## config.mk

```make
export PLATFORM = sky130hd
export DESIGN_NAME = multiplier_flat
export DESIGN_NICKNAME = d
export VERILOG_FILES = /design/src/rtl/multiplier_if.sv /design/src/rtl/multiplier.sv /design/src/flat_wrapper.sv
export SDC_FILE = /design/constraint.sdc
export NUM_CORES = 1
export LEC_CHECK = 0
export BUFFER_PORTS_ARGS = -buffer_cell sky130_fd_sc_hd__buf_2
export CAP_MARGIN = 30
export CORE_MARGIN = 1
export CORE_UTILIZATION = 47
export DETAILED_ROUTE_END_ITERATION = 10
export PLACE_DENSITY = 0.66
export RECOVER_POWER = 100
export SLEW_MARGIN = 40
export SYNTH_ARGS = -nofsm -noshare
export SYNTH_HDL_FRONTEND = slang
export SYNTH_SLANG_ARGS = --single-unit
```

## constraint.sdc

```tcl
create_clock -name clk -period 5.5 [get_ports clk]
set_clock_uncertainty 0.1 [all_clocks]
set_input_delay 0.275 -clock clk [delete_from_list [all_inputs] [get_ports clk]]
set_output_delay 0.275 -clock clk [all_outputs]
set_load 0.03 [all_outputs]
```

## src/rtl/multiplier_if.sv

```systemverilog
// ============================================================================
// Module      : multiplier_if
// Description : Start/busy/done handshake and operand/result bundle for the
//               sequential multiplier.
// Revision    : 1.0 - initial release
// ============================================================================
`default_nettype none

interface multiplier_if;
    logic        start;
    logic        width;
    logic        is_signed;
    logic [15:0] multiplicand;
    logic [15:0] multiplier_in;
    logic        busy;
    logic        done;
    logic        overflow;
    logic [31:0] product;

    modport master (
        output start, width, is_signed, multiplicand, multiplier_in,
        input  busy, done, overflow, product
    );

    modport slave (
        input  start, width, is_signed, multiplicand, multiplier_in,
        output busy, done, overflow, product
    );
endinterface

`default_nettype wire

```

## src/rtl/multiplier.sv

```systemverilog
// ============================================================================
// Module      : multiplier
// Description : Sequential shift-add multiplier for x86 MUL/IMUL (8x8->16 and
//               16x16->32) with CF/OF overflow. Define MUL_RADIX4_EN to retire
//               two multiplier bits per cycle (4/8 cycle latency).
// Revision    : 1.0 - initial release
// ============================================================================
`default_nettype none

module multiplier (
    input  wire logic   clk,
    input  wire logic   rst_n,
    multiplier_if.slave bus
);

`ifdef MUL_RADIX4_EN
    localparam logic [4:0] c_CNT8  = 5'd4;
    localparam logic [4:0] c_CNT16 = 5'd8;
    localparam int         c_SHIFT = 2;
`else
    localparam logic [4:0] c_CNT8  = 5'd8;
    localparam logic [4:0] c_CNT16 = 5'd16;
    localparam int         c_SHIFT = 1;
`endif

    typedef enum logic [0:0] {S_IDLE = 1'b0, S_RUN = 1'b1} state_t;

    state_t      r_state;
    state_t      w_state_next;
    logic        w_load;
    logic        w_step;
    logic        w_finish;

    logic [4:0]  r_count;
    logic [16:0] r_mag_a;
    logic [15:0] r_mag_b;
    logic [31:0] r_acc;
    logic        r_neg;
    logic        r_width;
    logic        r_signed;
    logic        r_done;
    logic        r_overflow;
    logic [31:0] r_product;

    logic [16:0] w_a_ext;
    logic [16:0] w_b_ext;
    logic [16:0] w_a_mag;
    logic [16:0] w_b_mag;
    logic [31:0] w_acc_next;
    logic [15:0] w_b_next;
    logic [15:0] w_mag16;
    logic [31:0] w_prod;
    logic        w_ovf;

    // Operand sign-extension to 17 bits so |-32768| does not wrap
    always_comb begin
        if (bus.width) begin
            w_a_ext = {bus.is_signed & bus.multiplicand[15], bus.multiplicand};
            w_b_ext = {bus.is_signed & bus.multiplier_in[15], bus.multiplier_in};
        end else begin
            w_a_ext = {{9{bus.is_signed & bus.multiplicand[7]}}, bus.multiplicand[7:0]};
            w_b_ext = {{9{bus.is_signed & bus.multiplier_in[7]}}, bus.multiplier_in[7:0]};
        end
        w_a_mag = w_a_ext[16] ? (~w_a_ext + 17'd1) : w_a_ext;
        w_b_mag = w_b_ext[16] ? (~w_b_ext + 17'd1) : w_b_ext;
    end

`ifdef MUL_RADIX4_EN
    logic [17:0] r_mag_a3;
    logic [17:0] w_addend;
    logic [17:0] w_sum;

    always_comb begin
        case (r_mag_b[1:0])
            2'd0:    w_addend = 18'd0;
            2'd1:    w_addend = {1'b0, r_mag_a};
            2'd2:    w_addend = {r_mag_a, 1'b0};
            default: w_addend = r_mag_a3;
        endcase
        w_sum      = {2'b00, r_acc[31:16]} + w_addend;
        w_acc_next = {w_sum, r_acc[15:2]};
    end
`else
    logic [16:0] w_sum;

    always_comb begin
        w_sum      = {1'b0, r_acc[31:16]} + (r_mag_b[0] ? r_mag_a : 17'd0);
        w_acc_next = {w_sum, r_acc[15:1]};
    end
`endif

    // An 8-bit product ends up in acc[23:8] after eight bit positions
    always_comb begin
        w_b_next = r_mag_b >> c_SHIFT;
        w_mag16  = w_acc_next[23:8];
        if (r_width) begin
            w_prod = r_neg ? (~w_acc_next + 32'd1) : w_acc_next;
            w_ovf  = r_signed ? (w_prod[31:16] != {16{w_prod[15]}})
                              : (w_prod[31:16] != 16'h0000);
        end else begin
            w_prod = {16'h0000, (r_neg ? (~w_mag16 + 16'd1) : w_mag16)};
            w_ovf  = r_signed ? (w_prod[15:8] != {8{w_prod[7]}})
                              : (w_prod[15:8] != 8'h00);
        end
    end

    always_comb begin
        w_state_next = r_state;
        w_load       = 1'b0;
        w_step       = 1'b0;
        w_finish     = 1'b0;
        case (r_state)
            S_IDLE: begin
                if (bus.start) begin
                    w_load       = 1'b1;
                    w_state_next = S_RUN;
                end
            end
            S_RUN: begin
                w_step = 1'b1;
                if (r_count == 5'd1) begin
                    w_finish     = 1'b1;
                    w_state_next = S_IDLE;
                end
            end
            default: w_state_next = S_IDLE;
        endcase
    end

    always_ff @(posedge clk or negedge rst_n) begin
        if (!rst_n) begin
            r_state    <= S_IDLE;
            r_count    <= 5'd0;
            r_mag_a    <= 17'd0;
            r_mag_b    <= 16'd0;
            r_acc      <= 32'd0;
            r_neg      <= 1'b0;
            r_width    <= 1'b0;
            r_signed   <= 1'b0;
            r_done     <= 1'b0;
            r_overflow <= 1'b0;
            r_product  <= 32'd0;
`ifdef MUL_RADIX4_EN
            r_mag_a3   <= 18'd0;
`endif
        end else begin
            r_state <= w_state_next;
            r_done  <= 1'b0;
            if (w_load) begin
                r_width  <= bus.width;
                r_signed <= bus.is_signed;
                r_neg    <= bus.is_signed & (w_a_ext[16] ^ w_b_ext[16]);
                r_mag_a  <= w_a_mag;
                r_mag_b  <= w_b_mag[15:0];
                r_acc    <= 32'd0;
                r_count  <= bus.width ? c_CNT16 : c_CNT8;
`ifdef MUL_RADIX4_EN
                r_mag_a3 <= {1'b0, w_a_mag} + {w_a_mag, 1'b0};
`endif
            end
            if (w_step) begin
                r_acc   <= w_acc_next;
                r_mag_b <= w_b_next;
                r_count <= r_count - 5'd1;
            end
            if (w_finish) begin
                r_product  <= w_prod;
                r_overflow <= w_ovf;
                r_done     <= 1'b1;
            end
        end
    end

    assign bus.busy     = (r_state == S_RUN);
    assign bus.done     = r_done;
    assign bus.overflow = r_overflow;
    assign bus.product  = r_product;

endmodule

`default_nettype wire

```

## src/flat_wrapper.sv

```systemverilog
// flat-port wrapper written by rule: the top's interface ports become plain ports
module multiplier_flat 
  (clk, rst_n, bus_start, bus_width, bus_is_signed, bus_multiplicand, bus_multiplier_in, bus_busy, bus_done, bus_overflow, bus_product);
  multiplier_if bus_i ();
  input  wire logic clk;
  input  wire logic rst_n;
  input wire logic [$bits(bus_i.start)-1:0] bus_start;
  input wire logic [$bits(bus_i.width)-1:0] bus_width;
  input wire logic [$bits(bus_i.is_signed)-1:0] bus_is_signed;
  input wire logic [$bits(bus_i.multiplicand)-1:0] bus_multiplicand;
  input wire logic [$bits(bus_i.multiplier_in)-1:0] bus_multiplier_in;
  output wire logic [$bits(bus_i.busy)-1:0] bus_busy;
  output wire logic [$bits(bus_i.done)-1:0] bus_done;
  output wire logic [$bits(bus_i.overflow)-1:0] bus_overflow;
  output wire logic [$bits(bus_i.product)-1:0] bus_product;
  assign bus_i.start = bus_start;
  assign bus_i.width = bus_width;
  assign bus_i.is_signed = bus_is_signed;
  assign bus_i.multiplicand = bus_multiplicand;
  assign bus_i.multiplier_in = bus_multiplier_in;
  assign bus_busy = bus_i.busy;
  assign bus_done = bus_i.done;
  assign bus_overflow = bus_i.overflow;
  assign bus_product = bus_i.product;
  multiplier u_core (.clk(clk), .rst_n(rst_n), .bus(bus_i));
endmodule
```

==> reports/metrics.yaml <==
max_freq_ghz: 0.204
setup_slack_ns: 0.591
wl_per_cell_um: 15.3
synth-edff-count: 0
r2r-start: "u_core.r_mag_b[0]"
yosys_register_bits: 107
p_comb_share_pct: 54.0
critPathBufInv: 0
ys_seq_area_share_pct: 36.0
initial_core_util_pct: 48.5
worstSetupEndpoint: "u_core.bus.overflow"
synth_top_area_cell: "dfrtp_1"
drtIter0Drc: 298
required_ns: 5.63
hold_ws_ns: 0.134
crit_path_cell_trace: "and2_0, ha_1, fa_1, xnor2_1, nand2_1, nor2_1, nand3_1, or3_1, o41ai_1, xnor2_1, or4_1, a211oi_1, o21ai_1"
fp.dieH_um: 128
htreeDepth: 3
drc: 0
async_flop_share_pct: 100
regArea_um2: 2680
power_density_nw_per_um2: 548
ir_drop_mv: 0.283
cp_slowest_cell: "or3_1"
place_ws_ns: 0.769
syn_avg_cell_area_um2: 8.16
multiInputGateArea_um2: 4430
cts_tree: "done"
dieArea_um2: 16300
cts_num_sinks: 107
synthCells: 910
synth-warning-count: 0
max_stage_delay_ns: 0.54
ioPinCount: 72
dp_hpwl_um: 13000
cp-end-kind: "register"
static-leakage-power_nw: 3.40
min_path_type: "in2reg"
worst_slew_pin_slew_ns: 2.41
slew_headroom_pct: -60.9
ys_types: 70
synth_top_area_share_pct: 36.0
crit_family: "simple AND/OR/NAND/NOR gates"
drt-total-wl_um: 17700
synth_flop_cell: "dfrtp_1"
cp.arrival_ns: 5.04
cp-startpoint: "u_core.r_mag_b[0]"
antenna_left: 0
grtUsageTotal_pct: 22.4
coreArea_um2: 15300
cts_made_buffers: 9
layout.nets: 1000
drive_above_1_share_pct: 7.83
rr_worst_depth: 13
path_depth: 13
nFillCells: 1514
path_clk_slew_ns: 0.07
r2r_slack_ns: 0.59
grt_max_degree: 51
num_rows: 45
die_w_um: 128
yosys-top-cells-area: "dfrtp_1 36%, o21ai_0 9.0%, nand2_1 8.1%"
fin_crit_sh_pct: 89.3
total_power_mw: 4.43
setup_tns_ns: 0
gp_congestion: 0.889
final-max-slew-violation-count: 173
grt_pass1_wl_um: 29100
grt_pass1_vias: 5658
post-route-util_pct: 52.8
clk_path_buf_depth: 2
reg2reg_to: "u_core.bus.overflow"
p_clk_share_pct: 14.3
fin_crit_ns: 4.91
failed_checks: "capacitance limit, slew limit"
hold_violations: 0
start_kind: "register"
seqPwrFrac_pct: 31.7
avgViaCountPerCell: 5.55
crit_type: "reg2reg"
vias: 6417
crit_fanout: 18
p_int_mw: 2.28
antenna_found_initial: 0
clock_latency_ns: 0.36
grt-ovfl-total: 0
syn2layout_area_growth_pct: 8.79
sw_frac_of_total_pct: 48.5
antenna_cells: 0
drt_pass1_iterations: 5
outcome: "finished with violations"
clock-root-buffer: "clkbuf_16"
postCtsSetupRepairBufs: 0
crit_top_cell: "xnor2_1"
p_switching_mw: 2.15
syn-cell-area_um2: 7430
synth_nets: 970
setup_viol: 0
drv_cap: 4
hold_path_depth: 3
rsz0062_at_grt: "false"
portBuffers: 71
==> metal layers <==
metal	global-route usage [%]	up-vias	part of all wire [%]
li1	-	3278	-
met1	33.8	2972	52
met2	33.3	154	43
met3	2.67	13	3.6
met4	7.27	0	1.2
met5	0	-	0
==> power by group through the flow <==
stage	sequential, mW	clock [mW]	combinational, mW
final	1.40	0.634	2.39
after detailed placement	1.41	0	2.42
after CTS	1.40	0.649	2.43
after global routing	1.45	0.679	2.66
after global placement	1.40	0	2.39
after floorplan	1.47	0	1.75
==> sequential cells by signal (all words and copies together) (netlist names) <==
register and count:
u_core.bus.busy 1, u_core.bus.done 1, u_core.bus.overflow 1, u_core.bus.product 32, u_core.r_acc 31, u_core.r_count 5, u_core.r_mag_a 17, u_core.r_mag_b 16
u_core.r_neg 1, u_core.r_signed 1, u_core.r_width 1
==> through the flow <==
step	instances	instance area (um^2)
after CTS	1156	8170
after floorplan	910	7430
after global routing	1156	8080
after global placement	1138	7860
after detailed placement	1139	7880
final	1156	8080
==> layout by cell type, fill, tap and decap left out, types with 3 or more instances in the layout <==
cell type,Yosys,layout
nor3_1,10,10
and2_1,26,25
ha_1,22,22
or3_1,17,17
a31oi_1,6,6
a41oi_1,3,3
o22ai_1,5,5
o21ai_0,133,134
dfrtp_1,107,107
inv_6,0,3
nand2_1,161,161
nor2b_1,6,6
a21o_1,3,3
xor2_1,37,36
nand4_1,7,7
or2_2,7,6
or4_1,4,4
a21oi_1,42,42
a22o_1,13,13
clkbuf_1,52,43
nand3_1,16,16
a211oi_1,5,5
o211ai_1,5,5
o31ai_1,18,18
o41ai_1,5,6
and3_1,4,4
xnor2_1,45,45
clkbuf_16,0,9
nand2b_1,6,6
buf_2,3,33
inv_1,22,22
nor2_1,49,49
mux2i_1,10,10
nor4_1,6,6
==> cells by family after synthesis <==
family	synth area share (%)
xor+xnor	9.67
simple gates	20.6
fa+ha+maj	3.97
buf+inv	4.24
mux	1.80
flops	36.0
compound gates	23.7
==> cell usage after synthesis, drive strengths merged, types with 10 or more instances <==
| library cell | n |
|---|---|
| a21oi | 43 |
| a22o | 13 |
| and2 | 26 |
| clkbuf | 52 |
| dfrtp | 107 |
| ha | 22 |
| inv | 22 |
| mux2i | 10 |
| nand2 | 161 |
| nand3 | 16 |
| nor2 | 49 |
| nor3 | 11 |
| o21ai | 138 |
| o31ai | 18 |
| or3 | 18 |
| xnor2 | 45 |
| xor2 | 37 |
==> layout make-up <==
class	instances	share of cell area, %
clock buffer	11	3.00
inverter	22	1.02
tap	211	3.27
clock inverter	5	0.526
multi-input combinational	722	54.8
timing repair buffer	78	4.30
sequential	107	33.1
==> how the worst min path moves through the flow <==
stage | start | slack [ns] | to
3_5_place_dp | rst_n | 0.11 | u_core.bus.product[26]
5_1_grt | bus_multiplicand[0] | 0.16 | u_core.r_mag_a[0]
3_3_place_gp | rst_n | 0.33 | u_core.bus.product[24]
4_1_cts | bus_multiplicand[5] | 0.13 | u_core.r_mag_a[5]
2_1_floorplan | rst_n | -0.12 | u_core.bus.busy
6_report | bus_multiplicand[5] | 0.13 | u_core.r_mag_a[5]
==> what timing repair did <==
item                      4_1_cts  5_1_grt
gates resized for setup         0        0
hold buffers                    1        0
hold endpoints to repair       25        0
==> worst min-delay path: stages <==
cell and delay (ns):
buf_2 0.10, xor2_1 0.06, o21ai_0 0.13
Power figures use the tool's default switching activity.
